[config.mk]
export PLATFORM = sky130hd
export DESIGN_NAME = mem_ctrl
export DESIGN_NICKNAME = d
export VERILOG_FILES = /design/src/rtl/mem_ctrl_pkg.sv /design/src/rtl/mem_ctrl_rr_arbiter.sv /design/src/rtl/mem_ctrl.sv
export SDC_FILE = /design/constraint.sdc
export NUM_CORES = 1
export LEC_CHECK = 0
export ABC_CLOCK_PERIOD_IN_PS = 2800
export CORE_ASPECT_RATIO = 1.4
export CORE_MARGIN = 4
export CORE_UTILIZATION = 40
export CTS_CLUSTER_DIAMETER = 120
export DETAILED_ROUTE_END_ITERATION = 16
export MAX_ROUTING_LAYER = met4
export PLACE_DENSITY = 0.76
export SYNTH_ARGS = -nofsm -noshare
export SYNTH_HDL_FRONTEND = slang
export SYNTH_HIERARCHICAL = 1
export SYNTH_SLANG_ARGS = --single-unit
[constraint.sdc]
create_clock -name clk -period 2.8 [get_ports clk]
set_input_delay 0.28 -clock clk [delete_from_list [all_inputs] [get_ports clk]]
set_output_delay 0.28 -clock clk [all_outputs]
set_load 0.02 [all_outputs]
[src/rtl/mem_ctrl_pkg.sv]
`default_nettype none
// ============================================================================
// Package  : mem_ctrl_pkg
// Purpose  : Shared request codes, port indices, FSM states and slot record.
// Revision : 1.0
// ============================================================================
package mem_ctrl_pkg;

    localparam logic [1:0] c_RW_NONE  = 2'b00;
    localparam logic [1:0] c_RW_READ  = 2'b01;
    localparam logic [1:0] c_RW_WRITE = 2'b10;

    localparam int c_IF_PORT  = 0;
    localparam int c_MEM_PORT = 1;

    typedef enum logic [1:0] {
        ST_IDLE = 2'd0,
        ST_RD   = 2'd1,
        ST_WR   = 2'd2,
        ST_DONE = 2'd3
    } mc_state_e;

    typedef struct packed {
        logic        vld;
        logic        wr;
        logic [31:0] addr;
        logic [31:0] data;
        logic [3:0]  mask;
    } mc_slot_t;

    // Returns {found, index} of the lowest set mask bit at or above 'from'.
    function automatic logic [2:0] find_set_bit(input logic [3:0] mask, input logic [2:0] from);
        logic [2:0] res;
        res = 3'b000;
        for (int k = 3; k >= 0; k--) begin
            if (mask[k] && (3'(k) >= from)) begin
                res = {1'b1, 2'(k)};
            end
        end
        return res;
    endfunction

endpackage
`default_nettype wire

[src/rtl/mem_ctrl_rr_arbiter.sv]
`default_nettype none
// ============================================================================
// Module   : mc_rr_arbiter
// Purpose  : Two-requester round-robin grant; favours the port not granted last.
// Revision : 1.0
// ============================================================================
module mc_rr_arbiter (
    input  logic       clk,
    input  logic       rst,
    input  logic [1:0] i_req,
    input  logic       i_update,
    input  logic       i_upd_port,
    output logic       o_gnt_vld,
    output logic       o_gnt_port
);

    logic r_last_q;
    logic w_last_d;

    always_comb begin
        w_last_d = r_last_q;
        if (i_update) begin
            w_last_d = i_upd_port;
        end
    end

    // Last grant resets to port 0 so a fresh contention goes to port 1.
    always_ff @(posedge clk or negedge rst) begin
        if (!rst) begin
            r_last_q <= 1'b0;
        end else begin
            r_last_q <= w_last_d;
        end
    end

    always_comb begin
        o_gnt_vld  = |i_req;
        o_gnt_port = 1'b0;
        if (i_req == 2'b11) begin
            o_gnt_port = ~r_last_q;
        end else if (i_req[1]) begin
            o_gnt_port = 1'b1;
        end
    end

endmodule
`default_nettype wire

[src/rtl/mem_ctrl.sv]
`default_nettype none
// ============================================================================
// Module   : mem_ctrl
// Purpose  : Serialises two-port word requests onto a byte-wide single-port RAM.
// Revision : 1.0
// ============================================================================
module mem_ctrl
    import mem_ctrl_pkg::*;
#(
    parameter int MEM_AW = 17
) (
    input  logic              clk,
    input  logic              rst,
    input  logic [3:0]        i_rw_flag,
    input  logic [63:0]       i_addr,
    input  logic [63:0]       i_write_data,
    input  logic [7:0]        i_write_mask,
    output logic [63:0]       o_read_data,
    output logic [1:0]        o_busy,
    output logic [1:0]        o_done,
    output logic [MEM_AW-1:0] o_mem_addr,
    output logic              o_mem_wr,
    output logic [7:0]        o_mem_dout,
    input  logic [7:0]        i_mem_din
);

    mc_state_e   r_state_q, w_state_d;
    mc_slot_t    r_slot_q [2];
    mc_slot_t    w_slot_d [2];
    logic        r_port_q, w_port_d;
    logic [1:0]  r_cnt_q, w_cnt_d;
    logic        r_tail_q, w_tail_d;
    logic [23:0] r_asm_q, w_asm_d;
    logic [63:0] r_rdata_q, w_rdata_d;

    logic              w_gnt_vld;
    logic              w_gnt_port;
    logic              w_arb_upd;
    logic              w_gnt_wr;
    logic [3:0]        w_gnt_mask;
    logic [31:0]       w_cur_addr;
    logic [31:0]       w_cur_data;
    logic [3:0]        w_cur_mask;
    logic [2:0]        w_first;
    logic [2:0]        w_next;
    logic [MEM_AW-1:0] w_beat_addr;

    mc_rr_arbiter u_arb (
        .clk        (clk),
        .rst        (rst),
        .i_req      ({r_slot_q[1].vld, r_slot_q[0].vld}),
        .i_update   (w_arb_upd),
        .i_upd_port (r_port_q),
        .o_gnt_vld  (w_gnt_vld),
        .o_gnt_port (w_gnt_port)
    );

    // Wrap in 32 bits first, then keep the RAM-sized low part.
    always_comb begin
        w_gnt_wr    = r_slot_q[w_gnt_port].wr;
        w_gnt_mask  = r_slot_q[w_gnt_port].mask;
        w_cur_addr  = r_slot_q[r_port_q].addr;
        w_cur_data  = r_slot_q[r_port_q].data;
        w_cur_mask  = r_slot_q[r_port_q].mask;
        w_beat_addr = MEM_AW'(w_cur_addr + 32'(r_cnt_q));
        w_first     = find_set_bit(w_gnt_mask, 3'd0);
        w_next      = find_set_bit(w_cur_mask, 3'(r_cnt_q) + 3'd1);
    end

    always_comb begin
        w_state_d   = r_state_q;
        w_slot_d[0] = r_slot_q[0];
        w_slot_d[1] = r_slot_q[1];
        w_port_d    = r_port_q;
        w_cnt_d     = r_cnt_q;
        w_tail_d    = r_tail_q;
        w_asm_d     = r_asm_q;
        w_rdata_d   = r_rdata_q;
        w_arb_upd   = 1'b0;
        o_mem_addr  = '0;
        o_mem_wr    = 1'b0;
        o_mem_dout  = 8'h00;
        o_done      = 2'b00;

        for (int p = 0; p < 2; p++) begin
            if (!r_slot_q[p].vld &&
                ((i_rw_flag[2*p +: 2] == c_RW_READ) || (i_rw_flag[2*p +: 2] == c_RW_WRITE))) begin
                w_slot_d[p].vld  = 1'b1;
                w_slot_d[p].wr   = (i_rw_flag[2*p +: 2] == c_RW_WRITE);
                w_slot_d[p].addr = i_addr[32*p +: 32];
                w_slot_d[p].data = i_write_data[32*p +: 32];
                w_slot_d[p].mask = i_write_mask[4*p +: 4];
            end
        end

        case (r_state_q)
            ST_IDLE: begin
                if (w_gnt_vld) begin
                    w_port_d = w_gnt_port;
                    w_cnt_d  = 2'd0;
                    w_tail_d = 1'b0;
                    if (!w_gnt_wr) begin
                        w_state_d = ST_RD;
                    end else if (w_first[2]) begin
                        w_state_d = ST_WR;
                        w_cnt_d   = w_first[1:0];
                    end else begin
                        w_state_d = ST_DONE;
                    end
                end
            end

            ST_RD: begin
                if (!r_tail_q) begin
                    o_mem_addr = w_beat_addr;
                    // RAM data lags its address by one cycle: this beat collects byte cnt-1.
                    case (r_cnt_q)
                        2'd1:    w_asm_d[7:0]   = i_mem_din;
                        2'd2:    w_asm_d[15:8]  = i_mem_din;
                        2'd3:    w_asm_d[23:16] = i_mem_din;
                        default: w_asm_d        = r_asm_q;
                    endcase
                    if (r_cnt_q == 2'd3) begin
                        w_tail_d = 1'b1;
                    end else begin
                        w_cnt_d = r_cnt_q + 2'd1;
                    end
                end else begin
                    if (r_port_q) begin
                        w_rdata_d[63:32] = {i_mem_din, r_asm_q};
                    end else begin
                        w_rdata_d[31:0]  = {i_mem_din, r_asm_q};
                    end
                    w_tail_d  = 1'b0;
                    w_cnt_d   = 2'd0;
                    w_state_d = ST_DONE;
                end
            end

            ST_WR: begin
                o_mem_wr   = 1'b1;
                o_mem_addr = w_beat_addr;
                o_mem_dout = w_cur_data[{r_cnt_q, 3'b000} +: 8];
                if (w_next[2]) begin
                    w_cnt_d = w_next[1:0];
                end else begin
                    w_cnt_d   = 2'd0;
                    w_state_d = ST_DONE;
                end
            end

            ST_DONE: begin
                o_done[r_port_q]   = 1'b1;
                w_slot_d[r_port_q] = '0;
                w_arb_upd          = 1'b1;
                w_state_d          = ST_IDLE;
            end

            default: begin
                w_state_d = ST_IDLE;
            end
        endcase
    end

    always_ff @(posedge clk or negedge rst) begin
        if (!rst) begin
            r_state_q   <= ST_IDLE;
            r_slot_q[0] <= '0;
            r_slot_q[1] <= '0;
            r_port_q    <= 1'b0;
            r_cnt_q     <= 2'd0;
            r_tail_q    <= 1'b0;
            r_asm_q     <= 24'h0;
            r_rdata_q   <= 64'h0;
        end else begin
            r_state_q   <= w_state_d;
            r_slot_q[0] <= w_slot_d[0];
            r_slot_q[1] <= w_slot_d[1];
            r_port_q    <= w_port_d;
            r_cnt_q     <= w_cnt_d;
            r_tail_q    <= w_tail_d;
            r_asm_q     <= w_asm_d;
            r_rdata_q   <= w_rdata_d;
        end
    end

    assign o_busy      = {r_slot_q[1].vld, r_slot_q[0].vld};
    assign o_read_data = r_rdata_q;

endmodule
`default_nettype wire
==> reports/qor.yml <==
drcViolationCount: 0
irDropWorstVdd_mv: 0.573
slew_violations: 0
coreArea_sq_um: 23500
worst_skew_pair.late_latency_ns: 0.49
die_y_um: 192
fin_cells: 1437
synthCells: 897
fp.dieW_um: 139
end_kind: "output port"
antenna_found_initial: 0
cts.sinks: 205
synth.distinct_cells: 58
num_vias: 7533
clockBufferDepth: 3
finalCriticalPeriod_ns: 2.91
path_clk_slew_ns: 0.07
maxCapViolations: 0
syn_nets: 1063
startpoint_type: "flop"
die-area_sq_um: 26600
grt_max_degree: 80
cts_tree: "done"
htree_levels: 1
powerDensity_nw_per_um2: 1050
setup_violations: 18
placedCellCount: 1389
hold_class: "in2reg"
diodes: 0
skew_ns: 0.00855
worst_pin_slew_ns: 1.15
cp_slowest_cell: "dfrtp_2"
synth_simple_gate_area_share_pct: 13.8
synth-xor-area-share_pct: 1.00
criticalPathCategory: "reg2out"
syn_to_final_growth_pct: 36.3
required_ns: 2.52
ant_nets: 0
port_buffers: 213
finalHoldViolCount: 0
hold_depth: 3
final_nets: 1282
critPathArrivalTime_ns: 2.63
crit_fanout: 5
wl_per_cell_um: 18.3
synthAdderAreaFrac_pct: 2.16
fillers: 2012
dp_hpwl_mm: 18.0
ys_seq_elements: 205
placementRows: 66
drtIter0Drc: 398
routed_wl_mm: 26.3
yosys_warnings: 6
leakage_nw: 5.74
gp_congestion: 0.911
yosysSeqAreaShare_pct: 53.3
synth_top_family_by_area: "multiplexers"
synth_edf_count: 0
grt_overflow: 0
violations: "negative setup slack"
syn-cell-area_sq_um: 9620
synth_compound_area_share_pct: 9.09
timing.fmax_ghz: 0.343
firstDrtPassIters: 6
vias_per_cell: 5.24
holdWs_ns: 0.325
cts-root-buf: "clkbuf_16"
critical_path.cell_chain: "buf_6 -> mux2i_4 -> inv_2 -> ha_4 -> a21oi_4 -> a211oi_4 -> buf_4 -> buf_6 -> nand4_1 -> xnor2_1 -> nor2_1 -> buf_4"
drive_above_1_share_pct: 21.5
outcome: "finished, violations left"
grt_usage_pct: 20.0
cts_buffers: 21
critPathMaxStageDelay_ns: 0.45
min_period_over_period_pct: 104
avgSynthCellArea_sq_um: 10.7
synthMuxAreaShare_pct: 17.1
grt_pass1_vias: 7946
rsz0062_at_grt: "true"
pre_cts_slack_ns: -0.112
ios: 244
start_util_pct: 41.0
reg2reg_depth: 4
slew_headroom_pct: 23.0
grt_pass1_wl_mm: 41.9
fin_ws_ns: -0.112
synthArstFlopShare_pct: 100
ys_dominant_reg_cell: "dfrtp_1"
## worst max-delay path: cells and delay by family (launching register included)
family / cells / cell delay (ns)
buffers and inverters: 5 / 0.60
flip-flops: 1 / 0.45
adder cells (fa/ha/maj): 1 / 0.27
AO/OA/AOI/OAI: 2 / 0.25
multiplexers: 1 / 0.23
AND/OR/NAND/NOR: 2 / 0.19
XOR/XNOR: 1 / 0.15
## Yosys cell counts (all sizes together) (2+ instances only)
cell | n | area (sq um)
nor2 | 28 | 105
dfrtp | 205 | 5130
mux2i | 20 | 211
nor3 | 6 | 41.3
nand3b | 4 | 42.5
xor2 | 3 | 26.3
a31oi | 5 | 31.3
a21oi | 117 | 597
o211ai | 2 | 15.0
nor4 | 2 | 12.5
a211oi | 4 | 47.5
nand3 | 7 | 45.0
nor3b | 2 | 20.0
o21ai | 6 | 33.8
mux4 | 16 | 360
clkbuf | 28 | 105
nand2b | 3 | 18.8
or2 | 3 | 18.8
ha | 15 | 188
nor2b | 5 | 31.3
mux2 | 95 | 1070
nand2 | 242 | 908
xnor2 | 8 | 70.1
nand4 | 6 | 43.8
buf | 28 | 178
inv | 13 | 48.8
a21boi | 10 | 75.1
## path summary, 6_finish.rpt
check                      slack (ns)                   startpoint                           to
hold / removal                   0.33             i_write_data[59]       r_slot_q[31]$_DFF_PN0_
setup / recovery                -0.11         r_port_q$_DFFE_PN0P_               o_mem_addr[13]
hold reg to reg                  0.50  o_read_data[59]$_DFFE_PN0P_  o_read_data[59]$_DFFE_PN0P_
min in group asynchronous        0.40                          rst  o_read_data[22]$_DFFE_PN0P_
setup reg to reg                 0.55     r_state_q[1]$_DFFE_PN0P_  o_read_data[34]$_DFFE_PN0P_
max in group asynchronous        1.64                          rst         r_port_q$_DFFE_PN0P_
## area by class of cell
cell class	instances	area, sq um	area share (%)
clock buffer	32	637	4.85
clock inverter	6	86.3	0.658
inverter	14	52.6	0.401
multi-input combinational	622	4360	33.3
sequential	205	5130	39.1
tap	306	383	2.92
timing repair buffer	252	2470	18.8
## registers in the layout, indices dropped and copies added, names as in the netlist
signal and cells:
u_arb/r_last_q 1, r_cnt_q 2, r_asm_q 24, r_slot_q 108
r_port_q 1, o_read_data 64, r_state_q 2, o_busy 2
r_tail_q 1
## metrics by stage
step / total power [mW] / cell area [sq um] / TNS [ns] / util, %
2_1_floorplan: 8.52 / 9650 / -0.0963 / -
3_3_place_gp: 10.5 / 12200 / -0.123 / 51.9
3_5_place_dp: 10.7 / 12200 / -0.469 / 51.9
4_1_cts: 13.8 / 13000 / -1.23 / 55.5
5_1_grt: 14.6 / 13100 / -2.94 / 55.9
6_report: 13.7 / 13100 / -1.10 / 55.9
## report_power, final
| group | internal (mW) | switching, mW | leakage, nW |
|---|---|---|---|
| sequential | 4.16 | 0.803 | 2.65 |
| clock | 1.75 | 1.14 | 0.355 |
| combinational | 2.78 | 3.08 | 2.73 |
| total | 8.70 | 5.03 | 5.74 |
## timing repair
action	in CTS	in global routing
endpoints found under the setup margin	25	22
buffers inserted	8	1
pin swaps	16	3
gates resized for setup	89	18
hold buffers	1	0
endpoints found under the hold margin	76	0
## kinds of logic (layout without fill, tap and decap cells)
| kind of cell | Yosys count | after routing |
|---|---|---|
| muxes | 131 | 131 |
| and+or+nand+nor | 312 | 312 |
| xor gates and xnor gates | 11 | 11 |
| adders and majority gates | 16 | 16 |
| AOI/OAI and AO/OA | 152 | 152 |
| buffers and inverters | 70 | 304 |
| DFF | 205 | 205 |
## metal layers
| metal | wire, um | vias to the layer above | track usage, % | share of wire, % |
|---|---|---|---|---|
| li1 | - | 3495 | - | - |
| met1 | 10300 | 3742 | 23.6 | 39 |
| met2 | 13800 | 238 | 35.4 | 53 |
| met3 | 1320 | 58 | 2.78 | 5.0 |
| met4 | 841 | 0 | 6.74 | 3.2 |
| met5 | 0 | - | - | 0 |
## cell usage in the layout, fill, tap and decap left out, drive strengths merged, types with 6 or more instances in the layout
master | Yosys | final
nand2 | 242 | 242
dfrtp | 205 | 205
clkdlybuf4s50 | 0 | 195
a21oi | 117 | 117
mux2 | 95 | 95
buf | 28 | 51
clkbuf | 28 | 34
nor2 | 28 | 28
mux2i | 20 | 20
mux4 | 16 | 16
ha | 15 | 15
inv | 13 | 14
a21boi | 10 | 10
xnor2 | 8 | 8
nand3 | 7 | 7
nand4 | 6 | 6
o21ai | 6 | 6
nor3 | 6 | 6
Note: power is estimated with default switching activity, not from simulation.
